### config.mk
export PLATFORM = sky130hd
export DESIGN_NAME = if_fetch_unit
export DESIGN_NICKNAME = d
export VERILOG_FILES = /design/src/rtl/pipe_pkg.sv /design/src/rtl/fetch_queue.sv /design/src/rtl/if_fetch_unit.sv
export SDC_FILE = /design/constraint.sdc
export NUM_CORES = 1
export LEC_CHECK = 0
export ABC_CLOCK_PERIOD_IN_PS = 15000
export CELL_PAD_IN_SITES_DETAIL_PLACEMENT = 0
export CELL_PAD_IN_SITES_GLOBAL_PLACEMENT = 1
export CORE_UTILIZATION = 45
export CTS_BUF_LIST = sky130_fd_sc_hd__clkbuf_16
export DETAILED_ROUTE_END_ITERATION = 8
export GPL_ROUTABILITY_DRIVEN = 0
export GPL_TIMING_DRIVEN = 0
export PLACE_DENSITY_LB_ADDON = 0.1
export SLEW_MARGIN = 15
export SYNTH_ARGS = -nofsm -noshare
export SYNTH_HDL_FRONTEND = slang
export SYNTH_SLANG_ARGS = --single-unit
export TNS_END_PERCENT = 10
### constraint.sdc
create_clock -name clk -period 15 [get_ports clk]
set_clock_uncertainty 0.1 [all_clocks]
set_input_delay 3.75 -clock clk [delete_from_list [all_inputs] [get_ports clk]]
set_output_delay 3.75 -clock clk [all_outputs]
set_load 0.005 [all_outputs]
### src/rtl/pipe_pkg.sv
// Shared pipeline definitions for the front end.
// XLEN      : default PC / address width
// NOP_INSTR : canonical NOP (addi x0,x0,0), also the IF/ID flush value
// PC_INCR   : byte step between sequential instruction fetches
package pipe_pkg;
    localparam int unsigned XLEN      = 64;
    localparam logic [31:0] NOP_INSTR = 32'h00000013;
    localparam int unsigned PC_INCR   = 4;
endpackage

### src/rtl/fetch_queue.sv
// Prefetch FIFO of {instr, pc} entries.
// Ports:
//   clk, reset  : clock, asynchronous active-high reset
//   enq/enq_data: push one entry
//   deq         : pop the head entry
//   flush       : empty the queue (wins over enq/deq)
//   full, empty : occupancy flags
//   count       : number of valid entries
//   head        : oldest entry (undefined when empty)
module fetch_queue
    import pipe_pkg::*;
#(
    parameter int unsigned QDEPTH = 2,
    parameter int unsigned WIDTH  = 32 + XLEN,
    localparam int unsigned AW    = $clog2(QDEPTH),
    localparam int unsigned CW    = AW + 1
) (
    input  logic             clk,
    input  logic             reset,
    input  logic             enq,
    input  logic [WIDTH-1:0] enq_data,
    input  logic             deq,
    input  logic             flush,
    output logic             full,
    output logic             empty,
    output logic [CW-1:0]    count,
    output logic [WIDTH-1:0] head
);

    logic [WIDTH-1:0] mem_q [QDEPTH];
    logic [CW-1:0]    wptr_q, rptr_q;
    logic [CW-1:0]    wptr_d, rptr_d;

    always_comb begin
        wptr_d = wptr_q;
        rptr_d = rptr_q;
        if (flush) begin
            wptr_d = '0;
            rptr_d = '0;
        end else begin
            if (enq) wptr_d = wptr_q + 1'b1;
            if (deq) rptr_d = rptr_q + 1'b1;
        end
    end

    always_ff @(posedge clk or posedge reset) begin
        if (reset) begin
            wptr_q <= '0;
            rptr_q <= '0;
        end else begin
            wptr_q <= wptr_d;
            rptr_q <= rptr_d;
        end
    end

    // When full with enq+deq together the write lands on the slot being
    // popped; the head was already consumed combinationally this cycle.
    always_ff @(posedge clk) begin
        if (enq && !flush) mem_q[wptr_q[AW-1:0]] <= enq_data;
    end

    // Extra wrap bit distinguishes full from empty when the indices match.
    assign count = wptr_q - rptr_q;
    assign empty = (wptr_q == rptr_q);
    assign full  = (count == CW'(QDEPTH));
    assign head  = mem_q[rptr_q[AW-1:0]];

endmodule

### src/rtl/if_fetch_unit.sv
// Instruction-fetch front end feeding the IF/ID register.
// Ports:
//   clk, reset        : clock, asynchronous active-high reset
//   imem_req_*        : in-order fetch requests (valid/ready, addr = fetch PC)
//   imem_resp_*       : in-order responses (valid only)
//   redirect_valid/pc : taken branch/jump; flush and refetch from redirect_pc
//   stall             : IF/ID holding; keep the head entry
//   instr_out/pc_out  : head {instr, pc}, NOP/0 when nothing is queued
//   instr_valid       : instr_out/pc_out carry a real queued instruction
module if_fetch_unit
#(
    parameter int unsigned      XLEN     = pipe_pkg::XLEN,
    parameter logic [XLEN-1:0]  RESET_PC = '0,
    parameter int unsigned      QDEPTH   = 2
) (
    input  logic            clk,
    input  logic            reset,
    output logic            imem_req_valid,
    input  logic            imem_req_ready,
    output logic [XLEN-1:0] imem_req_addr,
    input  logic            imem_resp_valid,
    input  logic [31:0]     imem_resp_data,
    input  logic            redirect_valid,
    input  logic [XLEN-1:0] redirect_pc,
    input  logic            stall,
    output logic [31:0]     instr_out,
    output logic [XLEN-1:0] pc_out,
    output logic            instr_valid
);
    import pipe_pkg::NOP_INSTR;
    import pipe_pkg::PC_INCR;

    localparam int unsigned CW = $clog2(QDEPTH) + 1;
    localparam logic [CW:0] QD = (CW + 1)'(QDEPTH);

    logic [XLEN-1:0] fetch_pc_q, fetch_pc_d;
    logic [XLEN-1:0] resp_pc_q, resp_pc_d;
    logic [CW-1:0]   out_q, out_d;
    logic [CW-1:0]   drop_q, drop_d;

    logic            q_enq, q_deq, q_full, q_empty;
    logic [CW-1:0]   q_count;
    logic [32+XLEN-1:0] q_head;

    logic [CW:0]     used;
    logic            hs;

    fetch_queue #(
        .QDEPTH (QDEPTH),
        .WIDTH  (32 + XLEN)
    ) u_queue (
        .clk      (clk),
        .reset    (reset),
        .enq      (q_enq),
        .enq_data ({imem_resp_data, resp_pc_q}),
        .deq      (q_deq),
        .flush    (redirect_valid),
        .full     (q_full),
        .empty    (q_empty),
        .count    (q_count),
        .head     (q_head)
    );

    always_comb begin
        // Queued entries plus every in-flight request (stale ones included)
        // must fit in the queue, so an accepted response can always enqueue.
        used           = {1'b0, q_count} + {1'b0, out_q};
        imem_req_valid = !reset && !redirect_valid && (used < QD);
        hs             = imem_req_valid && imem_req_ready;

        q_enq = imem_resp_valid && (drop_q == '0) && !redirect_valid;
        q_deq = !q_empty && !stall && !redirect_valid;

        out_d = out_q + CW'(hs) - CW'(imem_resp_valid);

        fetch_pc_d = fetch_pc_q;
        resp_pc_d  = resp_pc_q;
        drop_d     = drop_q;
        if (redirect_valid) begin
            fetch_pc_d = redirect_pc;
            resp_pc_d  = redirect_pc;
            // Everything still in flight is wrong-path, including a response
            // landing this very cycle (which is not counted since it is here).
            drop_d     = out_q - CW'(imem_resp_valid);
        end else begin
            if (hs)    fetch_pc_d = fetch_pc_q + XLEN'(PC_INCR);
            if (q_enq) resp_pc_d  = resp_pc_q + XLEN'(PC_INCR);
            if (imem_resp_valid && (drop_q != '0)) drop_d = drop_q - 1'b1;
        end
    end

    always_ff @(posedge clk or posedge reset) begin
        if (reset) begin
            fetch_pc_q <= RESET_PC;
            resp_pc_q  <= RESET_PC;
            out_q      <= '0;
            drop_q     <= '0;
        end else begin
            fetch_pc_q <= fetch_pc_d;
            resp_pc_q  <= resp_pc_d;
            out_q      <= out_d;
            drop_q     <= drop_d;
        end
    end

    assign imem_req_addr = fetch_pc_q;
    assign instr_valid   = !q_empty;
    assign instr_out     = q_empty ? NOP_INSTR : q_head[XLEN +: 32];
    assign pc_out        = q_empty ? '0 : q_head[XLEN-1:0];

    a_resp_expected: assert property (@(posedge clk) disable iff (reset)
        imem_resp_valid |-> (out_q != '0));
    a_out_bound: assert property (@(posedge clk) disable iff (reset)
        out_q <= CW'(QDEPTH));
    a_drop_bound: assert property (@(posedge clk) disable iff (reset)
        drop_q <= CW'(QDEPTH));
    a_count_bound: assert property (@(posedge clk) disable iff (reset)
        q_count <= CW'(QDEPTH));
    a_no_overflow: assert property (@(posedge clk) disable iff (reset)
        q_enq |-> (!q_full || q_deq));

endmodule
==> summary.txt <==
Worst setup path
  – Critical Path RT: 11.15 ns
  – Buf+Inv Stages, Crit Path: 3
  – Crit path cell chain: clkdlybuf4s50_1 > nand4bb_1 > inv_1 > clkdlybuf4s50_1
  – Crit path DAT: 5.64 ns
  – Critical path depth: 4
  – CP Capture Type: primary output
  – Largest stage delay, worst path: 0.55 ns
  – Register-to-Register Path Depth: 11
  – Critical path's top delay family: buffers and inverters
  – Critical Path Fanout Max: 7
  – Type of origin of the critical path: input port
  – CP dominant cell by count: clkdlybuf4s50_1
  – Setup CP Type: input port to primary output
  – CP max stage cell: clkdlybuf4s50_1

Power
  – Switching share of power: 0.3052
  – Sequential share of power: 0.394
  – P_leak: 0.006840 uW
  – NetSw: about 900 uW
  – Part of the power in combinational logic: 0.307
  – Internal: 2008 uW
  – Peak supply drop: 0.08555 mV
  – Clock share of power: 0.298
  – P per Cell Area: 145.6 mW/mm^2

Hold path
  – Min-Delay Path Class: flop to flop
  – WHS Path Cells: 0

STA
  – Fin crit period: 9.491 ns
  – Worst-margin pin slew: 1.116 ns
  – Period utilization: 0.6327
  – Highest Clock Rate: 105.4 MHz
  – RSZ-0062 raised after global routing: false
  – Setup TNS: 0 ns
  – Final setup vio count: 0
  – Slew Limit Fails: 0
  – Slew HR: 0.2493
  – Final hold vios: 0

Synthesis
  – Post-Synth Simple-Gate Area: 0.1777
  – Xor/xnor share of the synthesized area: 0.03846
  – Synth top area share: 0.3779
  – Mapped Area: 0.01526 mm^2
  – Main combinational cell family by area after synthesis: simple AND/OR/NAND/NOR gates
  – Distinct cells, synth: 54
  – Post-synthesis instance total: about 1300
  – Synth Area in Adders: 0.007053
  – Sequential-to-total area share from yosys stat: 0.6010
  – Warnings, synthesis: 0
  – Ranking of synthesized cells by area: edfxtp_1 38%, dfrtp_1 22%, mux2i_1 6.5%
  – Flops & latches, synth: ~330
  – Syn avg cell area: roughly 11 um^2
  – Largest area contributor in the netlist: edfxtp_1
  – Asr flop ratio synth: 0.4146
  – Multiplexer area fraction after synthesis: 0.08045
  – EDFF count, synth: 192
  – Syn Nets: roughly 1400
  – Post-synthesis compound-gate area fraction: 0.07020
  – Top FF cell, synth: edfxtp_1

CTS
  – Num CTS Buffers: 36
  – Hold_buf cts: 0
  – TritonCTS clock tree: yes
  – Root Driver: clkbuf_16
  – CTS sink cnt: 328
  – Setup bufs post-CTS: 0
  – # H-tree levels: 2
  – Clock transition at path regs: ~0.06 ns
  – Post-cts resize count: 0
  – Worst-skew pair later-pin latency: 0.52 ns
  – Deepest clock path buffer count: 3

Floorplanning
  – Ports: 264
  – Row count: 67
  – Initial core utilization: 0.4561
  – Die Footprint: 0.03464 mm^2
  – Die X: between 150 and 200 um
  – Core Box Area: 0.03345 mm^2
  – Die height: approximately 190 um

Global route
  – First-pass GRT wire length: about 67 mm
  – Initial antenna violation count: 1
  – GR Util All Layers: 0.2608
  – Number of global-route vias before repair: 11590
  – Gr ovfl total: 0
  – Largest net degree at the start of global routing: 71

Routing
  – WL/cell: 21.19 um
  – Final wirelength: 45.13 mm
  – Vias per cell: 5.670
  – DR vias: 12080
  – Drt drc: 0
  – Initial drt markers: between 900 and 1000
  – First-pass iteration count of the detailed router: 5
  – Detail Route Antenna Nets: 0

Cells and area
  – Non-Filler Instances: between 2000 and 2500
  – Finished Core Util: 0.5932
  – Area growth from synthesis to layout: 30.06%
  – Final nets: about 1800
  – Layout cell share with drive strength beyond 1: 0.07134
  – ANT cells: 0
  – Fill count: ~2800

Placement
  – Hpwl dp: 33.73 mm
  – IO Port Bufs: roughly 260
  – Placed cell count: 2065

Outcome
  – Outcome: completed

Flow run
  – MaxCap Viol Count: 0
-- area by class of cell --
cell class / instances / area (um^2) / area share
Multi-Input combinational cell: 904 / 5714 / 0.2880
Clock inverter: 28 / 229.0 / 0.01154
Buffer: 68 / 264.0 / 0.01330
Tap cell: 448 / 560.5 / 0.02825
Timing Repair Buffer: 285 / 2853 / 0.1438
Clock buffer: 37 / 925.9 / 0.04666
Inverter: 32 / 127.6 / 0.006432
Sequential cell: 328 / 9169 / 0.4621
-- layer usage --
layer,share of wire,track usage,vias up
met5,0.00024,0,-
met4,0.031,0.09508,2
met3,0.074,0.04342,83
met2,0.45,0.4013,495
met1,0.45,0.3724,5868
li1,-,-,5630
-- worst reg2reg max path, stage by stage (launching register included) --
cell       delay [ns]
dfrtp_1          0.41
inv_1            0.09
ha_1             0.32
nand2b_1         0.17
fa_1             0.52
nand4bb_1        0.37
nor2_1           0.25
clkbuf_1         0.57
clkbuf_1         0.58
buf_1            0.48
o211ai_1         0.16
nand3_1          0.12
-- placed cells by master, fill, tap and decap left out, types with 3 or more instances in the layout --
cell / Yosys / routed
ha_1: 7 / 7
o21ai_0: 61 / 61
and4_1: 7 / 7
clkinv_1: 0 / 4
inv_1: 31 / 34
nor3_1: 25 / 23
xnor2_1: 40 / 40
and2_1: 10 / 10
or3_1: 22 / 22
clkinv_2: 0 / 12
xor2_1: 27 / 27
clkbuf_16: 0 / 37
buf_1: 11 / 11
mux2_2: 21 / 21
nand2_1: 116 / 116
dfrtp_1: 136 / 136
o311ai_0: 19 / 19
a22oi_1: 4 / 4
buf_6: 1 / 11
a21oi_1: 17 / 17
mux2i_1: 99 / 99
and3_1: 17 / 17
buf_4: 0 / 12
o211ai_1: 28 / 28
edfxtp_1: 192 / 192
nor2_1: 142 / 142
bufinv_16: 0 / 3
or4_1: 21 / 21
or2_2: 4 / 4
nor3b_1: 3 / 3
nor4_1: 29 / 29
clkbuf_1: 55 / 55
nand3_1: 72 / 72
clkdlybuf4s50_1: 0 / 262
a31oi_1: 22 / 22
nand4_1: 62 / 62
o31ai_1: 4 / 4
-- stage by stage --
stage / hold WS [ns] / setup slack [ns] / cell area (um^2) / total power (uW)
6_report: 0.3778 / 5.509 / 19840 / 2890
5_1_grt: 0.3929 / 5.478 / 19840 / 3044
4_1_cts: 0.3774 / 5.552 / 19840 / 2917
3_5_place_dp: 0.3616 / 5.560 / 18690 / 2048
3_3_place_gp: 0.3530 / -1.316 / 18440 / 2040
2_1_floorplan: 0.3421 / 3.144 / 15260 / 1561
-- registers in the layout, indices dropped and copies added (netlist names) --
register / count
u_queue.mem_q: 192
imem_req_addr: 64
resp_pc_q: 64
drop_q: 2
out_q: 2
u_queue.rptr_q: 2
u_queue.wptr_q: 2
-- worst paths after layout --
kind / start / to / slack, ns
max: reset / imem_req_valid / 5.51
min: resp_pc_q[1] / u_queue.mem_q[1][1] / 0.38
max reg2reg: u_queue.wptr_q[0] / imem_req_addr[59] / 10.80
min reg2reg: resp_pc_q[1] / u_queue.mem_q[1][1] / 0.38
max in group asynchronous: reset / resp_pc_q[54] / 10.38
min in group asynchronous: reset / resp_pc_q[23] / 3.69
-- synthesized netlist by cell type (29+ instances only) --
cell type	count
dfrtp_1	136
edfxtp_1	192
nand4_1	62
inv_1	31
clkbuf_1	55
nand3_1	72
nand2_1	116
mux2i_1	99
o21ai_0	61
nor4_1	29
xnor2_1	40
nor2_1	142
-- cells by family (layout without fill, tap and decap cells) --
family	after synthesis	in the layout
simple gates	542	542
flops	328	328
compound gates	167	167
mux	120	120
buf+inv	100	450
xor+xnor	67	67
fa+ha+maj	8	8
-- power by group through the flow --
stage / logic, uW / clock network, uW / registers, uW
4_1_cts: 899 / 880 / 1140
6_report: 888 / 862 / 1140
3_5_place_dp: 894 / 0 / 1150
3_3_place_gp: 875 / 0 / 1170
5_1_grt: 975 / 917 / 1150
2_1_floorplan: 424 / 0 / 1140
Power figures use the tool's default switching activity.
